File: src/rtl/decrypt_ctrl.sv
`default_nettype none
// +--------------------------------------------------------------------------+
// | Module   : decrypt_ctrl                                                  |
// | Brief    : LFSR stream decryptor; finds the tap pattern from a space     |
// |            preamble, then writes 64 decrypted bytes to addresses 0-63.   |
// | Revision : 1.0                                                           |
// +--------------------------------------------------------------------------+
module decrypt_ctrl #(
  parameter int BASE_ENC = 64,
  parameter int PRE_MIN  = 10
) (
  input  logic       Clk,
  input  logic       Reset_n,
  input  logic       Start,
  output logic       Ack,
  output logic       Err,
  output logic [7:0] mem_addr,
  input  logic [7:0] mem_rd_data,
  output logic       mem_wr_en,
  output logic [7:0] mem_wr_data,
  output logic [3:0] tap_sel
);

  typedef enum logic [2:0] {
    IDLE     = 3'd0,
    INIT_RD  = 3'd1,
    INIT     = 3'd2,
    SRCH_RD  = 3'd3,
    SRCH_CMP = 3'd4,
    DEC_RD   = 3'd5,
    DEC_WR   = 3'd6,
    DONE     = 3'd7
  } state_t;

  localparam logic [7:0] c_base   = 8'(BASE_ENC);
  localparam logic [5:0] c_last_k = 6'(PRE_MIN - 1);
  localparam logic [5:0] c_last_i = 6'd63;
  localparam logic [3:0] c_last_p = 4'd8;
  localparam logic [6:0] c_space  = 7'h20;

  function automatic logic [6:0] tap_of(input logic [3:0] p);
    case (p)
      4'd0:    tap_of = 7'h60;
      4'd1:    tap_of = 7'h48;
      4'd2:    tap_of = 7'h78;
      4'd3:    tap_of = 7'h72;
      4'd4:    tap_of = 7'h6A;
      4'd5:    tap_of = 7'h69;
      4'd6:    tap_of = 7'h5C;
      4'd7:    tap_of = 7'h7E;
      4'd8:    tap_of = 7'h7B;
      default: tap_of = 7'h60;
    endcase
  endfunction

  function automatic logic [6:0] step(input logic [6:0] s, input logic [6:0] tap);
    step = {s[5:0], ^(s & tap)};
  endfunction

  state_t     r_state, w_state_nxt;
  logic       r_start_q;
  logic [6:0] r_init, w_init_nxt;
  logic [6:0] r_s, w_s_nxt;
  logic [3:0] r_p, w_p_nxt;
  logic [5:0] r_k, w_k_nxt;
  logic [5:0] r_i, w_i_nxt;
  logic       r_miss, w_miss_nxt;
  logic       r_err, w_err_nxt;
  logic [3:0] r_tap_sel, w_tap_sel_nxt;

  logic [6:0] w_code;
  logic [6:0] w_tap;
  logic       w_rise, w_fall, w_hit, w_miss_now;
  logic       w_unused_parity;

  // Bit 7 of every encrypted byte is parity and never enters the arithmetic.
  assign w_code          = mem_rd_data[6:0];
  assign w_unused_parity = mem_rd_data[7];
  assign w_tap           = tap_of(r_p);
  assign w_rise          = Start & ~r_start_q;
  assign w_fall          = ~Start & r_start_q;
  assign w_hit           = (w_code ^ r_s) == c_space;
  assign w_miss_now      = r_miss | ~w_hit;

  assign Err     = r_err;
  assign tap_sel = r_tap_sel;

  always_ff @(posedge Clk or negedge Reset_n) begin
    if (!Reset_n) begin
      r_state   <= IDLE;
      r_start_q <= 1'b0;
      r_init    <= 7'd0;
      r_s       <= 7'd0;
      r_p       <= 4'd0;
      r_k       <= 6'd0;
      r_i       <= 6'd0;
      r_miss    <= 1'b0;
      r_err     <= 1'b0;
      r_tap_sel <= 4'd0;
    end else begin
      r_state   <= w_state_nxt;
      r_start_q <= Start;
      r_init    <= w_init_nxt;
      r_s       <= w_s_nxt;
      r_p       <= w_p_nxt;
      r_k       <= w_k_nxt;
      r_i       <= w_i_nxt;
      r_miss    <= w_miss_nxt;
      r_err     <= w_err_nxt;
      r_tap_sel <= w_tap_sel_nxt;
    end
  end

  always_comb begin
    w_state_nxt   = r_state;
    w_init_nxt    = r_init;
    w_s_nxt       = r_s;
    w_p_nxt       = r_p;
    w_k_nxt       = r_k;
    w_i_nxt       = r_i;
    w_miss_nxt    = r_miss;
    w_err_nxt     = r_err;
    w_tap_sel_nxt = r_tap_sel;
    Ack           = 1'b0;
    mem_addr      = 8'd0;
    mem_wr_en     = 1'b0;
    mem_wr_data   = 8'd0;

    case (r_state)
      IDLE: begin
        if (w_fall) begin
          w_state_nxt   = INIT_RD;
          w_err_nxt     = 1'b0;
          w_tap_sel_nxt = 4'd0;
        end
      end
      INIT_RD: begin
        mem_addr    = c_base;
        w_state_nxt = INIT;
      end
      INIT: begin
        w_init_nxt  = w_code ^ c_space;
        w_p_nxt     = 4'd0;
        w_k_nxt     = 6'd1;
        w_miss_nxt  = 1'b0;
        w_s_nxt     = step(w_code ^ c_space, tap_of(4'd0));
        w_state_nxt = SRCH_RD;
      end
      SRCH_RD: begin
        mem_addr    = c_base + {2'b00, r_k};
        w_state_nxt = SRCH_CMP;
      end
      SRCH_CMP: begin
        // Every candidate scans the full preamble before being judged, so the
        // search time per pattern is constant and independent of the data.
        if (r_k == c_last_k) begin
          if (!w_miss_now) begin
            w_tap_sel_nxt = r_p;
            w_i_nxt       = 6'd0;
            w_s_nxt       = r_init;
            w_state_nxt   = DEC_RD;
          end else if (r_p == c_last_p) begin
            w_err_nxt     = 1'b1;
            w_tap_sel_nxt = 4'd0;
            w_state_nxt   = DONE;
          end else begin
            w_p_nxt     = r_p + 4'd1;
            w_k_nxt     = 6'd1;
            w_miss_nxt  = 1'b0;
            w_s_nxt     = step(r_init, tap_of(r_p + 4'd1));
            w_state_nxt = SRCH_RD;
          end
        end else begin
          w_s_nxt     = step(r_s, w_tap);
          w_k_nxt     = r_k + 6'd1;
          w_miss_nxt  = w_miss_now;
          w_state_nxt = SRCH_RD;
        end
      end
      DEC_RD: begin
        mem_addr    = c_base + {2'b00, r_i};
        w_state_nxt = DEC_WR;
      end
      DEC_WR: begin
        mem_addr    = {2'b00, r_i};
        mem_wr_en   = 1'b1;
        mem_wr_data = {1'b0, w_code ^ r_s};
        w_s_nxt     = step(r_s, w_tap);
        if (r_i == c_last_i) begin
          w_state_nxt = DONE;
        end else begin
          w_i_nxt     = r_i + 6'd1;
          w_state_nxt = DEC_RD;
        end
      end
      DONE: begin
        Ack = 1'b1;
        if (Start) begin
          w_state_nxt = IDLE;
        end
      end
      default: w_state_nxt = IDLE;
    endcase

    if (w_rise && (r_state != IDLE) && (r_state != DONE)) begin
      w_state_nxt = IDLE;
    end
  end

endmodule
`default_nettype wire

File: config.mk
export PLATFORM = sky130hd
export DESIGN_NAME = decrypt_ctrl
export DESIGN_NICKNAME = d
export VERILOG_FILES = /design/src/rtl/decrypt_ctrl.sv
export SDC_FILE = /design/constraint.sdc
export NUM_CORES = 1
export LEC_CHECK = 0
export BUFFER_PORTS_ARGS = -buffer_cell sky130_fd_sc_hd__buf_2
export CORE_MARGIN = 5
export CORE_UTILIZATION = 45
export DETAILED_ROUTE_END_ITERATION = 10
export HOLD_SLACK_MARGIN = 0.03
export PLACE_DENSITY_LB_ADDON = 0.08
export SLEW_MARGIN = 20
export SYNTH_ARGS = -nofsm -noshare
export SYNTH_HDL_FRONTEND = slang
export SYNTH_SLANG_ARGS = --single-unit
File: constraint.sdc
create_clock -name Clk -period 3.72 [get_ports Clk]
set_input_delay 0.744 -clock Clk [delete_from_list [all_inputs] [get_ports Clk]]
set_output_delay 0.744 -clock Clk [all_outputs]
set_load 0.005 [all_outputs]
==> results of run 1 <==
-- where the power goes --
group / switching (mW) / internal [mW] / leakage, nW
Sequential: 0.265 / 0.570 / 0.501
Combinational: 0.525 / 0.421 / 0.928
Clock: 0.161 / 0.148 / 0.0510
Total: 0.951 / 1.14 / 1.48
-- state kept, by name (all words and copies together), names as in the netlist --
| name | cells |
|---|---|
| r_p | 4 |
| tap_sel | 4 |
| r_init | 7 |
| r_i | 6 |
| r_start_q | 1 |
| Err | 1 |
| r_miss | 1 |
| r_state | 3 |
| r_k | 6 |
| r_s | 7 |
-- per-layer routing --
metal  vias to the layer above  wire length (um)  track usage
li1                       1275                 -            -
met4                         0                98       0.0583
met5                         -                 0            0
met2                        41              3340        0.272
met3                        10               267       0.0301
met1                      1225              3710        0.270
-- placed cells by master, fill, tap and decap left out, types with 2 or more instances in the layout --
cell type	n
nand2_1	61
dfrtp_1	40
o21ai_0	30
buf_2	30
nor2_1	25
xor2_1	13
a21oi_1	13
mux2i_1	11
and3_1	9
xnor2_1	9
a22oi_1	8
and2_1	8
ha_1	8
a211oi_1	7
inv_1	6
a21o_1	6
clkbuf_8	6
nor2b_1	5
a22o_1	5
a31oi_1	5
nand3_1	4
nor3_1	4
mux2_4	4
nor4_1	3
o22ai_1	3
nand4_1	3
buf_4	3
inv_2	2
a21boi_0	2
nand2b_1	2
nor4_2	2
o31ai_1	2
nor4b_1	2
o221ai_1	2
mux2_2	2
conb_1	2
clkinv_2	2
-- layout make-up --
type / count / area share
well taps: 77 / 0.0304
clock inverters: 2 / 0.00315
flip-flops and latches: 40 / 0.315
clock buffers: 6 / 0.0260
repair buffers: 33 / 0.0544
multi-input cells: 280 / 0.560
inverters: 9 / 0.0106
-- worst reg2reg max path, stage by stage (launching register included) --
cell and delay (ns):
dfrtp_1 0.50, ha_1 0.29, ha_1 0.38, and4b_1 0.23, a211oi_1 0.37, a211oi_1 0.09, nor3_1 0.25, xnor2_1 0.16
mux2i_1 0.23, a31o_1 0.17
-- cells by family (layout without fill, tap and decap cells) --
logic type	Yosys count	count (layout)	synth area share
AO/OA/AOI/OAI	91	91	0.203
AND/OR/NAND/NOR	140	140	0.240
other	1	2	0.00129
buffers and inverters	25	50	0.0423
adder cells (fa/ha/maj)	8	8	0.0346
XOR/XNOR	22	22	0.0665
multiplexers	17	17	0.0665
flip-flops	40	40	0.346
-- through the flow --
stage	cells	power (mW)	setup WS, ns	util	area, um2
after CTS	447	2.10	0.811	0.503	3170
after global routing	447	2.26	0.626	0.503	3170
after global placement	439	1.77	1.06	0.488	3080
final	447	2.09	0.793	0.503	3170
after floorplan	345	1.50	1.36	-	2900
after detailed placement	439	1.78	1.02	0.488	3080
-- final timing paths --
kind / start / to / slack [ns] / depth (start not counted)
worst max-delay path: r_state[1] / mem_addr[4] / 0.79 / 5
worst min-delay path: tap_sel[3] / tap_sel[3] / 0.50 / 1
worst max register to register: r_p[0] / r_s[0] / 0.99 / 9
worst min register to register: tap_sel[3] / tap_sel[3] / 0.50 / 1
max in group asynchronous: Reset_n / r_state[2] / 2.56 / 1
min in group asynchronous: Reset_n / r_init[2] / 0.58 / 1
==> impl_metrics.env, run 1 <==
export IMPL_grt_max_degree=41
export IMPL_core_area_um2=6310
export IMPL_cts_inserted_buffers=5
export IMPL_cts_root_buffer="clkbuf_8"
export IMPL_whs_ns=0.502
export IMPL_outcome="complete, no violations"
export IMPL_seqCellArea_um2=1000
export IMPL_async_flop_share=1.00
export IMPL_drt_initial_drc_count=108
export IMPL_cap_violations=0
export IMPL_fin_crit_sh=0.787
export IMPL_dieArea_um2=8140
export IMPL_synth_area_leaders="dfrtp_1 (35%), nand2_1 (7.9%), o21ai_0 (5.2%)"
export IMPL_relSlewSlack=0.381
export IMPL_multi_input_area_um2=1780
export IMPL_ys_ff_latch=40
export IMPL_irDropWorstVdd_mv=0.343
export IMPL_portBuffers=30
export IMPL_die_h_um=90.2
export IMPL_cp_slowest_cell="dfrtp_1"
export IMPL_grt_pass1_vias=2448
export IMPL_path_delay_family="flip-flops"
export IMPL_worstPathRequired_ns=2.98
export IMPL_clkTransAtPathRegs_ns=0.08
export IMPL_overflow=0
export IMPL_seq_area_frac_synth=0.346
export IMPL_fin_crit_ns=2.93
export IMPL_num_vias=2551
export IMPL_area_delta_synth_final_pct=9.55
export IMPL_ys_types=58
export IMPL_critPathBufInv=2
export IMPL_fin_skew_ns=0.0120
export IMPL_p_leak_nw=1.48
export IMPL_setup_viol=0
export IMPL_ant_nets=0
export IMPL_fmax_ghz=0.342
export IMPL_end_kind="output port"
export IMPL_worst_pin_slew_ns=0.929
export IMPL_yosys_area_top_type="dfrtp_1"
export IMPL_netlist_top_cells_count="nand2_1 (61), dfrtp_1 (40), o21ai_0 (30)"
export IMPL_finalWirelength_um=7410
export IMPL_arrival_ns=2.18
export IMPL_avgSynthCellArea_um2=8.42
export IMPL_crit_fanout=19
export IMPL_ys_flop_type="dfrtp_1"
export IMPL_postCtsHoldBufs=0
export IMPL_grt_pass1_wl_um=12300
export IMPL_slew_violations=0
export IMPL_drt_pass1_iter_count=4
export IMPL_grt_util_all_layers=0.183
export IMPL_initial_utilization=0.459
export IMPL_nets=388
export IMPL_cts_tree="done"
export IMPL_cts_resized=0
export IMPL_hpwlAfterDp_um=5350
export IMPL_yosysMostFrequentCell="nand2_1"
export IMPL_nFillCells=639
export IMPL_chipWidth_um=90.2
export IMPL_tns_ns=0
export IMPL_drc=0
export IMPL_postCtsSetupBuffers=0
export IMPL_clk_path_buf_depth=2
export IMPL_clock_sinks=40
export IMPL_synth_cells=344
export IMPL_clkLatencyLatePin_ns=0.30
export IMPL_drive_gt1_frac=0.159
export IMPL_min_path_type="register to register"
export IMPL_crit_type="register to output port"
export IMPL_io_pins=34
export IMPL_antenna_cells=0
export IMPL_rsz0062_at_grt="no"
export IMPL_yosysWarningCount=0
export IMPL_power_density_nw_per_um2=659
export IMPL_start_kind="register"
export IMPL_synth_edf_count=0
export IMPL_rows=29
export IMPL_wl_per_cell_um=16.6
export IMPL_crit_chain="inv_2 -> nor2_1 -> a22oi_1 -> o21ai_0 -> buf_2"
export IMPL_hold_viol=0
export IMPL_htree_levels=2
export IMPL_grt_antenna_before_repair=0
export IMPL_place_congestion=0.883
export IMPL_synthesis_area_um2=2900
export IMPL_yosysTopAreaCellShare=0.346
export IMPL_via_per_inst=5.71
export IMPL_cpPeakStageDelay_ns=0.73
Power figures use the tool's default switching activity.
==> run 2, diff against run 1 <==
==> constraint.sdc (replaced) <==
create_clock -name Clk -period 3 [get_ports Clk]
set_input_delay 0.6 -clock Clk [delete_from_list [all_inputs] [get_ports Clk]]
set_output_delay 0.6 -clock Clk [all_outputs]
set_load 0.005 [all_outputs]
==> run 2 against run 1 <==
Combinational power up 30%. Core utilization up 0.85 points. Worst setup slack worse by 0.46 ns. Routed wire length up 0.49%. Sequential share of layout area down 0.53 points. Design area up 1.7%. Power up 26%. Critical path depth up 4. Sequential cell count unchanged. Register-to-register slack worse by 0.66 ns. Final cell count up 1.6%. Critical endpoint is now r_s[0]. Largest cell class unchanged.
==> impl_metrics.env, run 2 (same netlist as run 1, synthesis figures left out) <==
export IMPL_outcome="complete, no violations"
export IMPL_crit_path_frequent_cell="ha_1"
export IMPL_setup_viol=0
export IMPL_clkTransAtPathRegs_ns=0.09
export IMPL_start_kind="register"
export IMPL_hpwlAfterDp_um=5450
export IMPL_overflow=0
export IMPL_irDropWorstVdd_mv=0.449
export IMPL_stdcell_count=454
export IMPL_clk_path_buf_depth=2
export IMPL_reg_top3="r_init: 7 flops, r_s: 7 flops"
export IMPL_arrival_ns=2.91
export IMPL_ant_nets=0
export IMPL_tns_ns=0
export IMPL_whs_ns=0.433
export IMPL_cp_slowest_cell="dfrtp_1"
export IMPL_place_congestion=0.858
export IMPL_antenna_cells=0
export IMPL_grt_pass1_wl_um=12800
export IMPL_core_area_um2=6310
export IMPL_dp_slack_ns=0.410
export IMPL_postCtsSetupBuffers=0
export IMPL_relSlewSlack=0.384
export IMPL_seqPwrFrac=0.381
export IMPL_worst_pin_slew_ns=0.924
export IMPL_crit_chain="ha_1 -> ha_1 -> nor4b_1 -> a211oi_1 -> and4_1 -> nor3_1 -> xnor2_1 -> mux2i_1 -> a31o_1"
export IMPL_crit_type="register to register"
export IMPL_hold_viol=0
export IMPL_path_delay_family="simple AND/OR/NAND/NOR gates"
export IMPL_cpPeakStageDelay_ns=0.47
export IMPL_via_per_inst=5.78
export IMPL_slew_violations=0
export IMPL_p_leak_nw=1.51
export IMPL_layout_setup_ws_ns=0.333
export IMPL_postCtsHoldBufs=0
export IMPL_clock_sinks=40
export IMPL_die_h_um=90.2
export IMPL_cts_tree="done"
export IMPL_clkLatencyLatePin_ns=0.30
export IMPL_p_sw_mw=1.19
export IMPL_cap_violations=0
export IMPL_grt_pass1_vias=2501
export IMPL_final_area_um2=3230
export IMPL_num_vias=2622
export IMPL_p_comb_frac=0.467
export IMPL_fmax_ghz=0.375
export IMPL_final_common_cell="nand2_1"
export IMPL_nFillCells=635
export IMPL_p_sw_frac=0.454
export IMPL_drt_pass1_iter_count=4
export IMPL_grt_antenna_before_repair=0
export IMPL_chipWidth_um=90.2
export IMPL_dp_cells=446
export IMPL_fin_crit_sh=0.889
export IMPL_cts_inserted_buffers=5
export IMPL_initial_utilization=0.459
export IMPL_nets=395
export IMPL_cts_root_buffer="clkbuf_8"
export IMPL_pwr_share_clk=0.152
export IMPL_grt_max_degree=41
export IMPL_final_cell_mix="nand2_1 (61), dfrtp_1 (40), o21ai_0 (30), buf_2 (30), nor2_1 (25)"
export IMPL_min_path_type="input port to async pin"
export IMPL_crit_fanout=7
export IMPL_rsz0062_at_grt="no"
export IMPL_rows=29
export IMPL_htree_levels=2
export IMPL_fin_crit_ns=2.67
export IMPL_power_density_nw_per_um2=815
export IMPL_grt_util_all_layers=0.191
export IMPL_wl_per_cell_um=16.4
export IMPL_area_delta_synth_final_pct=11.4
export IMPL_io_pins=34
export IMPL_dieArea_um2=8140
export IMPL_fin_skew_ns=0.00839
export IMPL_critPathBufInv=0
export IMPL_cts_resized=0
export IMPL_drc=0
export IMPL_end_kind="register"
export IMPL_portBuffers=30
export IMPL_dpl_cell_area_um2=3130
export IMPL_internal_power_mw=1.44
export IMPL_worstPathRequired_ns=3.25
export IMPL_finalWirelength_um=7450
export IMPL_drive_gt1_frac=0.172
export IMPL_drt_initial_drc_count=142
## run 2: cell count changes in the layout (fill, tap and decap cells not counted), sizes merged
cell	before	now
buf	33	40
clkbuf	6	7
clkinv	3	1
clkinvlp	0	1
## run 2: area by class of cell
| class | instances | area, um2 | area share |
|---|---|---|---|
| Clock buffer | 7 | 86.3 | 0.0268 |
| Inverter | 9 | 33.8 | 0.0105 |
| Tap cell | 77 | 96.3 | 0.0299 |
| Clock inverter | 1 | 7.51 | 0.00233 |
| Multi-Input combinational cell | 280 | 1780 | 0.551 |
| Sequential cell | 40 | 1000 | 0.310 |
| Timing Repair Buffer | 40 | 225 | 0.0698 |
## run 2: power by group through the flow
| stage | Sequential [mW] | Combinational [mW] | Clock, mW |
|---|---|---|---|
| after floorplan | 0.879 | 0.982 | 0 |
| final | 1.00 | 1.23 | 0.401 |
| after CTS | 0.993 | 1.24 | 0.409 |
| after global placement | 0.999 | 1.21 | 0 |
| after detailed placement | 1.01 | 1.23 | 0 |
| after global routing | 1.04 | 1.39 | 0.432 |
## run 2: routing by layer
layer  track usage  vias up  wire [um]  part of all wire
li1              -     1286          -                 -
met1         0.287     1275       3750              0.50
met2         0.281       51       3320              0.45
met3        0.0384       10        274             0.037
met4        0.0422        0        103             0.014
met5             0        -          0                 0
## run 2: per-stage QoR
step	util	total power, mW
2_1_floorplan	-	1.86
3_3_place_gp	0.496	2.21
3_5_place_dp	0.496	2.23
4_1_cts	0.511	2.64
5_1_grt	0.511	2.86
6_report	0.511	2.63
## run 2: worst paths after layout
path	start	endpoint	slack [ns]	cells after the start
setup / recovery	r_p[0]	r_s[0]	0.33	9
hold / removal	Reset_n	r_s[0]	0.43	1
setup reg to reg	r_p[0]	r_s[0]	0.33	9
hold reg to reg	tap_sel[1]	tap_sel[1]	0.50	1
max in group asynchronous	Reset_n	r_s[4]	2.00	1
min in group Clk	Start	r_start_q	0.44	1
==> run 3, diff against run 2 <==
--- a/config.mk
+++ b/config.mk
@@ -7,7 +7,7 @@
 export LEC_CHECK = 0
 export BUFFER_PORTS_ARGS = -buffer_cell sky130_fd_sc_hd__buf_2
 export CORE_MARGIN = 5
-export CORE_UTILIZATION = 45
+export CORE_UTILIZATION = 32
 export DETAILED_ROUTE_END_ITERATION = 10
 export HOLD_SLACK_MARGIN = 0.03
 export PLACE_DENSITY_LB_ADDON = 0.08
==> run 3 against run 2 <==
Sequential share of layout area fell by 0.49 points. Power rose by 3.2%. Routed wire length rose by 8.8%. First-iteration DRC count fell by 13%. Sequential power barely moved. Register-to-register slack improved by 0.02 ns. Clock skew rose by 0.0050 ns. Critical path type unchanged. Critical path depth did not move. Die area rose by 36%. Hold slack got worse by 0.16 ns. Final cell count rose by 6.6%.
==> impl_metrics.env, run 3 (same netlist as run 1, synthesis figures left out) <==
export IMPL_outcome="complete, no violations"
export IMPL_start_kind="register"
export IMPL_rows=34
export IMPL_p_leak_nw=1.52
export IMPL_finalWirelength_um=8110
export IMPL_seqCellArea_um2=1000
export IMPL_portBuffers=30
export IMPL_hold_viol=0
export IMPL_setup_viol=0
export IMPL_postCtsSetupBuffers=0
export IMPL_drive_gt1_frac=0.173
export IMPL_worstPathRequired_ns=3.25
export IMPL_dieArea_um2=11100
export IMPL_arrival_ns=2.89
export IMPL_irDropWorstVdd_mv=0.352
export IMPL_rsz0062_at_grt="no"
export IMPL_cts_inserted_buffers=5
export IMPL_min_path_type="input port to async pin"
export IMPL_fin_skew_ns=0.0134
export IMPL_final_area_um2=3280
export IMPL_dpl_cell_area_um2=3160
export IMPL_cap_violations=0
export IMPL_relSlewSlack=0.450
export IMPL_wl_per_cell_um=16.8
export IMPL_cts_root_buffer="clkbuf_8"
export IMPL_nets=394
export IMPL_initial_utilization=0.331
export IMPL_layout_setup_ws_ns=0.354
export IMPL_dp_cells=476
export IMPL_grt_pass1_wl_um=13400
export IMPL_place_congestion=0.805
export IMPL_crit_fanout=7
export IMPL_stdcell_count=484
export IMPL_whs_ns=0.277
export IMPL_die_h_um=105
export IMPL_nFillCells=913
export IMPL_cts_resized=0
export IMPL_antenna_cells=0
export IMPL_htree_levels=2
export IMPL_drt_initial_drc_count=123
export IMPL_num_vias=2625
export IMPL_finish_utilization=0.374
export IMPL_drt_pass1_iter_count=5
export IMPL_fmax_ghz=0.378
export IMPL_core_area_um2=8760
export IMPL_ant_nets=0
export IMPL_tns_ns=0
export IMPL_overflow=0
export IMPL_cts_tree="done"
export IMPL_chipWidth_um=105
export IMPL_clock_sinks=40
export IMPL_grt_util_all_layers=0.150
export IMPL_clkTransAtPathRegs_ns=0.09
export IMPL_fin_crit_ns=2.65
export IMPL_final_common_cell="nand2_1"
export IMPL_dp_slack_ns=0.362
export IMPL_slew_violations=0
export IMPL_fin_crit_sh=0.882
export IMPL_hpwlAfterDp_um=5950
export IMPL_grt_pass1_vias=2449
export IMPL_drc=0
export IMPL_worst_pin_slew_ns=0.819
export IMPL_power_density_nw_per_um2=828
export IMPL_clkLatencyLatePin_ns=0.30
export IMPL_final_cell_mix="nand2_1 (61), dfrtp_1 (40), o21ai_0 (30), buf_2 (29), nor2_1 (25)"
export IMPL_reg_top3="r_init: 7 flops, r_s: 7 flops"
export IMPL_io_pins=34
export IMPL_grt_antenna_before_repair=0
export IMPL_via_per_inst=5.42
export IMPL_postCtsHoldBufs=0
export IMPL_end_kind="register"
export IMPL_crit_type="register to register"
export IMPL_total_power_mw=2.72
export IMPL_multi_input_area_um2=1780
export IMPL_grt_max_degree=41
export IMPL_area_delta_synth_final_pct=13.2
export IMPL_clk_path_buf_depth=2
[run 3: area by class of cell]
cell class | instances | area share
clock buffer | 5 | 0.0210
clock inverter | 3 | 0.0130
inverter | 9 | 0.0103
multi-input combinational | 280 | 0.542
sequential | 40 | 0.305
tap | 108 | 0.0412
timing repair buffer | 39 | 0.0672
[run 3: worst paths after layout]
| path | startpoint | cells past startpoint | end | slack (ns) |
|---|---|---|---|---|
| max in group asynchronous | Reset_n | 1 | r_i[4] | 2.34 |
| max | r_p[1] | 9 | r_s[0] | 0.35 |
| max reg2reg | r_p[1] | 9 | r_s[0] | 0.35 |
| min in group Clk | Start | 1 | r_start_q | 0.46 |
| min reg2reg | tap_sel[2] | 1 | tap_sel[2] | 0.51 |
| min | Reset_n | 1 | r_init[0] | 0.28 |
[run 3: layer usage]
layer / track usage / share of wire
met5: 0 / 0
met4: 0.0292 / 0.0052
met3: 0.0216 / 0.034
met2: 0.223 / 0.44
met1: 0.231 / 0.52
[run 3: critical path, stage by stage, from the launching register on]
cell and delay [ns]:
dfrtp_1 0.49, ha_1 0.27, ha_1 0.38, and4b_1 0.22, a211oi_1 0.29, a211oi_1 0.09
nor3_1 0.28, xnor2_1 0.17, mux2i_1 0.24, a31o_1 0.16
[run 3: power by group]
part / switching [mW] / internal, mW / total (mW)
Sequential: 0.287 / 0.707 / 0.994
Clock: 0.220 / 0.247 / 0.467
Combinational: 0.712 / 0.543 / 1.26
Total: 1.22 / 1.50 / 2.72
